## src/rtl/cache_mem_arbiter.sv

```systemverilog
// cache_mem_arbiter
//
// Purpose:
//   Shares one physical-memory port between the LC-3b I-cache and D-cache.
//   Each cache issues whole-block (128-bit) read or write-back requests.
//   One requester is granted at a time. Its command is forwarded to memory
//   combinationally, and the memory response is routed back to it.
//   When both caches request in the same IDLE cycle, the side that was not
//   granted last time wins, so neither cache can starve.
//
// Ports:
//   clk, reset            - system clock, synchronous active-high reset
//   i_read/i_write        - I-cache block read / write request
//   i_addr/i_wdata        - I-cache block address / write data
//   i_resp/i_rdata        - I-cache completion strobe / read data
//   d_read/d_write        - D-cache block read / write-back request
//   d_addr/d_wdata        - D-cache block address / write-back data
//   d_resp/d_rdata        - D-cache completion strobe / read data
//   pmem_read/pmem_write  - memory command
//   pmem_addr/pmem_wdata  - memory address / write data
//   pmem_rdata/pmem_resp  - memory read data / completion strobe
module cache_mem_arbiter #(
  parameter int ADDR_W  = 16,
  parameter int BLOCK_W = 128
) (
  input  logic               clk,
  input  logic               reset,
  input  logic               i_read,
  input  logic               i_write,
  input  logic [ADDR_W-1:0]  i_addr,
  input  logic [BLOCK_W-1:0] i_wdata,
  output logic               i_resp,
  output logic [BLOCK_W-1:0] i_rdata,
  input  logic               d_read,
  input  logic               d_write,
  input  logic [ADDR_W-1:0]  d_addr,
  input  logic [BLOCK_W-1:0] d_wdata,
  output logic               d_resp,
  output logic [BLOCK_W-1:0] d_rdata,
  output logic               pmem_read,
  output logic               pmem_write,
  output logic [ADDR_W-1:0]  pmem_addr,
  output logic [BLOCK_W-1:0] pmem_wdata,
  input  logic [BLOCK_W-1:0] pmem_rdata,
  input  logic               pmem_resp
);

  typedef enum logic [1:0] {
    IDLE    = 2'd0,
    SERVE_I = 2'd1,
    SERVE_D = 2'd2
  } state_t;

  localparam logic GRANT_I = 1'b0;
  localparam logic GRANT_D = 1'b1;

  state_t r_state;
  state_t w_state_next;
  logic   r_last_grant;
  logic   w_last_grant_next;
  logic   w_req_i;
  logic   w_req_d;

  assign w_req_i = i_read | i_write;
  assign w_req_d = d_read | d_write;

  // Read data goes to both caches unconditionally.
  // Each cache qualifies it with its own resp strobe.
  assign i_rdata = pmem_rdata;
  assign d_rdata = pmem_rdata;

  always_ff @(posedge clk) begin
    if (reset) begin
      r_state      <= IDLE;
      r_last_grant <= GRANT_I;
    end else begin
      r_state      <= w_state_next;
      r_last_grant <= w_last_grant_next;
    end
  end

  always_comb begin
    w_state_next      = r_state;
    w_last_grant_next = r_last_grant;
    pmem_read         = 1'b0;
    pmem_write        = 1'b0;
    pmem_addr         = '0;
    pmem_wdata        = '0;
    i_resp            = 1'b0;
    d_resp            = 1'b0;

    case (r_state)
      IDLE: begin
        // pmem_resp is deliberately ignored here.
        // A stray response with no grant outstanding has no owner.
        if (w_req_i && w_req_d) begin
          if (r_last_grant == GRANT_I) begin
            w_state_next      = SERVE_D;
            w_last_grant_next = GRANT_D;
          end else begin
            w_state_next      = SERVE_I;
            w_last_grant_next = GRANT_I;
          end
        end else if (w_req_i) begin
          w_state_next      = SERVE_I;
          w_last_grant_next = GRANT_I;
        end else if (w_req_d) begin
          w_state_next      = SERVE_D;
          w_last_grant_next = GRANT_D;
        end
      end

      SERVE_I: begin
        pmem_read  = i_read;
        pmem_write = i_write;
        pmem_addr  = i_addr;
        pmem_wdata = i_wdata;
        i_resp     = pmem_resp;
        // The grant is held until memory answers, even if the request drops.
        // The IDLE cycle that follows gives the requester time to deassert
        // before the next arbitration.
        if (pmem_resp) begin
          w_state_next = IDLE;
        end
      end

      SERVE_D: begin
        pmem_read  = d_read;
        pmem_write = d_write;
        pmem_addr  = d_addr;
        pmem_wdata = d_wdata;
        d_resp     = pmem_resp;
        if (pmem_resp) begin
          w_state_next = IDLE;
        end
      end

      default: begin
        w_state_next = IDLE;
      end
    endcase
  end

endmodule

```

## config.mk

```make
export PLATFORM = sky130hd
export DESIGN_NAME = cache_mem_arbiter
export DESIGN_NICKNAME = d
export VERILOG_FILES = /design/src/rtl/cache_mem_arbiter.sv
export SDC_FILE = /design/constraint.sdc
export NUM_CORES = 1
export LEC_CHECK = 0
export ABC_CLOCK_PERIOD_IN_PS = 4300
export BUFFER_PORTS_ARGS = -buffer_cell sky130_fd_sc_hd__buf_2
export CAP_MARGIN = 20
export CORE_AREA = 2 2 320 322
export DETAILED_ROUTE_END_ITERATION = 10
export DIE_AREA = 0 0 322 324
export PLACE_DENSITY_LB_ADDON = 0.1
export REMOVE_ABC_BUFFERS = 1
export SLEW_MARGIN = 20
export SYNTH_ARGS = -nofsm -noshare
export SYNTH_HDL_FRONTEND = slang
export SYNTH_SLANG_ARGS = --single-unit
```

## constraint.sdc

```tcl
create_clock -name clk -period 4.3 [get_ports clk]
set_input_delay 0.86 -clock clk [delete_from_list [all_inputs] [get_ports clk]]
set_output_delay 0.86 -clock clk [all_outputs]
set_load 0.01 [all_outputs]
```

Word-level counts from Yosys, hierarchy flattened
Index checks and enable logic that the tools add are counted.
W data, S select, Z words.
{"block": "classes", "addsub": 0, "n_mul": 0, "n_div": 0, "n_lt_le_gt_ge": 0, "n_eq_ne": 4, "n_shift": 0, "n_mux": 16, "bitwise_logic": 2, "n_reduce_logical": 6}
{"operator": "$pmux W128 S2", "n": 1}
{"operator": "$pmux W16 S2", "n": 1}
{"operator": "$mux W2", "n": 5}
{"operator": "$mux W1", "n": 6}
{"operator": "$ne A4 B4 Y1 const B", "n": 1}
{"operator": "$pmux W1 S2", "n": 2}
{"operator": "$pmux W2 S2", "n": 1}
{"operator": "$reduce_and A2 Y1", "n": 2}
{"operator": "$reduce_bool A3 Y1", "n": 1}
{"operator": "$eq A2 B1 Y1 const B", "n": 1}
{"operator": "$eq A2 B2 Y1 const B", "n": 1}
{"operator": "$logic_not A2 Y1", "n": 1}
{"operator": "$ne A2 B1 Y1 const B", "n": 1}
{"operator": "$or A1 B1 Y1", "n": 2}
{"operator": "$reduce_or A2 Y1", "n": 1}
{"operator": "$logic_and A1 B1 Y1", "n": 1}
{"block": "word_totals", "reg_bits": 3, "latch_bits": 0, "ram_bits": 0, "mem_bits_ro": 0, "inputBits": 423, "memories": 0}

Longest topological paths before layout
{"block": "logic_depth", "depth_word": 5, "mapped_depth": 6}

Worst setup path after synthesis
OpenSTA, ideal clock, no wires.
{"block": "synth_path", "kind": "reg2out", "start": "register r_state[0]", "end": "output pmem_wdata[100]", "arrival_time_ps": 1358, "required_time_ps": 3440, "path_slack_ps": 2082, "stages_incl_launch_ff": 6, "path_buffers": 2, "cell_sequence": "dfxtp_1 -> inv_1 -> ha_1 -> clkbuf_1 -> clkbuf_1 -> nor2b_1"}
{"block": "synth_between", "elab_chain_len": 2}
{"item": "from (decl)", "line_no": "57", "text": "state_t r_state;"}
{"item": "from (signal assigned)", "line_no": "77", "text": "r_state <= w_state_next;"}
{"item": "$eq A2 B2 Y1 / $eq A2 B1 Y1 (equally long branches)", "line_no": "92", "text": "case (r_state)"}
{"item": "$pmux W128 S2 *", "line_no": "92"}
{"item": "to (decl)", "line_no": "43", "text": "output logic [BLOCK_W-1:0] pmem_wdata,"}
Mark *: on every way between the ends. The rest lies on a longest branch, timed or not.

Worst setup path in the final report
{"block": "layout_path", "start": "register r_state[1]", "end": "output pmem_wdata[55]"}
Same word-level chain as after synthesis.

==> results.txt <==
For this run, the number of Yosys warnings is 0. The flow ran to the end, and the final reports show no timing, DRC or antenna violations. In this run switching power makes up 53.6% of total power. In this run, post-CTS hold repair placed 0 buffers.

The final critical delay including setup and external delays is 3.29 ns, and the count of cell types in the netlist is 21. In this run the tightest slew margin relative to its limit is 47.0%. The proportion of netlist area held by the largest area contributor is 43.9%. In this run the power spent charging and discharging nets is 843 uW. The run gives 9.6% as the portion of total power attributed to the clock network. Most instantiated library cell after synthesis: sky130_fd_sc_hd__buf_4. The most used flip-flop cell after synthesis is sky130_fd_sc_hd__dfxtp_1. The area of the core was 101,000 um2. The cell type with the largest total area after synthesis was sky130_fd_sc_hd__buf_4.

Static timing analysis puts the maximum clock frequency at 304 MHz. The depth of the worst register-to-register path is 6. Sorting the synthesized cells by area gives the leading types as sky130_fd_sc_hd__buf_4 44%, sky130_fd_sc_hd__a22oi_1 25%, sky130_fd_sc_hd__nor2b_1 21%. The number of nets in the finished design is 1,204. The count of buffers added by post-CTS timing repair for setup came out at 0. For the leakage power summed over all cells, the log shows 0.00255 uW.

Counting instances, the worst hold path has a depth of 2. The fraction of layout cells with a size suffix above 1 works out to 59.5%. Routability-driven placement finished with a final weighted congestion of 0.774. After routing the design area is 6370 um2. The die area was 104,000 um2. For the pin count of the biggest net entering global routing, the log shows 92.

The routed layout has 5,837 vias. During placement, the flow inserted port buffers numbering 442. Setup repair after global routing left no endpoint under its margin. STA puts the critical path data arrival time at 2.43 ns. The number of global-route vias before repair was 5,640; the number of buffers created by CTS was 3.

Counting flops with an async set or reset pin after synthesis yields a share of 0%. Of the synthesized area, sequential elements account for 1.37%. TritonCTS built the clock tree. The die is 322 um wide.

The worst hold path begins at r_last_grant$_SDFFE_PP0P_. Across every metal layer, demand over resource in global routing totals 14.3%. The slew at the pin closest to its max-slew limit is 0.796 ns, and the fraction of power consumed by combinational cells is 87.8%. In this run the remaining antenna-violating nets after routing total 0. The class of the tightest hold or removal check was register to register.

The clock sink count is 3, and the combined area of all synthesized cells is 4380 um2. The cell sitting at the root of the clock tree is a sky130_fd_sc_hd__clkbuf_16. Clock slew at the register clock pins of the worst setup and hold paths: 0.03 ns. In this run, post-CTS repair resized a total of 0 instances. Setup violations remaining at the end of the flow were counted as 0.

Number of failing hold endpoints at the final stage: 0. In this run the critical register-to-register path is launched from r_state[0]$_SDFFE_PP0P_. The portion of the clock cycle consumed by the worst path in the final layout is 76.5%, and the internal power summed over all cells is 730 uW. The setup check on the worst reg-to-reg path leaves a slack of 2.13 ns. In the synthesized netlist, the number of instances is 622. The growth of design area from synthesis to finish was 45.5%.

End of the worst register-to-register path: r_state[0]$_SDFFE_PP0P_. In the final routed layout, each cell accounts on average for 37.6 um. The mean number of vias per cell was 2.80. The total power density per cell area was 247 nW/um2; the synthesis-stage register bit count was 3.

The die is 324 um tall. The largest buffer count on any clock path came out at 2. Wires add up to 78,600 um.

For the sum of internal, switching and leakage power, the log shows 1570 uW. Initial standard-cell utilization of the core: 4.34%. A synthesized cell averages 7.04 um2.

Along the worst path, the maximum fanout reaches 45. The insertion delay to the later sink of the worst-skew pair is 0.23 ns. The number of enable-type register cells in the synthesized netlist is 0.

The logs give 6.31% for the final core utilization and 0.163 mV for the maximum vdd ir drop. The H-tree level count came out at 1. The data required time of the worst path is 3.44 ns. STA classifies the critical path endpoint as an output port. STA classifies the critical path startpoint as a register.

The classification of the worst setup path was register to output port. The count of boundary I/O pins came out at 827. The wire-length estimate of the detail-placed layout is 66,500 um. The placed standard-cell area was 6290 um2.

After synthesis, the most frequently instantiated cells are 256 x sky130_fd_sc_hd__buf_4, 147 x sky130_fd_sc_hd__nor2b_1, 146 x sky130_fd_sc_hd__a22oi_1. Of the total power, registers draw 2.6%. The tools report the total iterations of the first detailed-routing run as 4. The worst-case clock skew was 0.00235 ns. The first global-routing pass estimated 91,300 um of wire. The tools report the worst hold path endpoint as r_last_grant$_SDFFE_PP0P_. After detailed routing, the number of remaining DRC violations is 0. The global route total overflow was 0; the number of placement rows was 117. Number of design-rule violations left by the first detailed-router iteration: 378.

The number of violations of the max-capacitance limit is 0, and the number of antenna violations at the first check in global routing is 13. The logs give 0 for the total count of max-transition violations in the final report and 0.462 ns for the worst-case hold slack.
worst max-delay path, cell delays in order, from the launching register on:
cell	delay, ns
sky130_fd_sc_hd__dfxtp_1	0.35
sky130_fd_sc_hd__inv_1	0.16
sky130_fd_sc_hd__ha_4	0.56
sky130_fd_sc_hd__buf_4	0.34
sky130_fd_sc_hd__a22oi_1	0.13
sky130_fd_sc_hd__nor2b_1	0.26
sky130_fd_sc_hd__buf_2	0.31
area by class of cell:
class	count	area [um2]
multi-input combinational	312	2200
tap	1309	1640
timing repair buffer	455	2370
fill	12100	94600
sequential	3	60.1
inverter	3	11.3
antenna	2	5.00
clock buffer	4	78.8
cell families after synthesis:
logic type                 count (synthesis)  synth area share [%]
AOI/OAI and AO/OA                        152                  26.3
adders and majority gates                  3                 0.857
buffers and inverters                    307                  49.1
DFF                                        3                  1.37
and+or+nand+nor                          157                  22.4
flip-flops by register name (all words and copies together) (netlist names):
register,count
r_last_grant,1
r_state,2
worst max-delay path by stage:
stage                                       start             end  slack, ns  depth (start not counted)
final                     r_state[1]$_SDFFE_PP0P_  pmem_wdata[55]       1.01                          6
after global routing      r_state[1]$_SDFFE_PP0P_  pmem_wdata[55]       0.83                          6
after CTS                 r_state[0]$_SDFFE_PP0P_  pmem_wdata[85]       0.90                          5
after detailed placement  r_state[0]$_SDFFE_PP0P_  pmem_wdata[85]       1.16                          5
after global placement    r_state[0]$_SDFFE_PP0P_  pmem_wdata[78]       1.17                          7
after floorplan           r_state[0]$_SDFFE_PP0P_    pmem_addr[0]      -0.11                          4
routing by layer:
metal / routed length, um / GRT usage, % / vias up
li1: - / - / 2186
met1: 28500 / 14.8 / 2593
met2: 26800 / 17.2 / 945
met3: 20800 / 17.6 / 79
met4: 1400 / 2.67 / 34
met5: 1100 / 7.22 / -
power groups by stage:
stage | logic [uW] | registers [uW] | clock network [uW]
floorplan | 703 | 38.3 | 0
global placement | 1470 | 41.7 | 0
detailed placement | 1460 | 42.0 | 0
CTS | 1460 | 41.6 | 153
global route | 1540 | 42.8 | 156
finish | 1380 | 41.3 | 150
cells in the final DEF (no fill, tap or decap), drive strengths merged:
cell / count
o41ai: 1
nand4bb: 1
a221oi: 1
diode: 2
nor2b: 147
buf: 455
and2: 3
a22oi: 146
a31oi: 2
or2: 1
dfxtp: 3
clkbuf: 4
nor4: 1
ha: 3
nand3: 2
o21bai: 1
nand2: 2
inv: 3
a211o: 1
metrics by stage:
| stage | setup TNS [ns] | setup slack, ns | std cells |
|---|---|---|---|
| 2_1_floorplan | -12.55 | -0.107 | 318 |
| 3_3_place_gp | 0 | 1.17 | 2082 |
| 3_5_place_dp | 0 | 1.16 | 2082 |
| 4_1_cts | 0 | 0.903 | 2086 |
| 5_1_grt | 0 | 0.831 | 2087 |
| 6_report | 0 | 1.01 | 2088 |
Power figures use the tool's default switching activity.
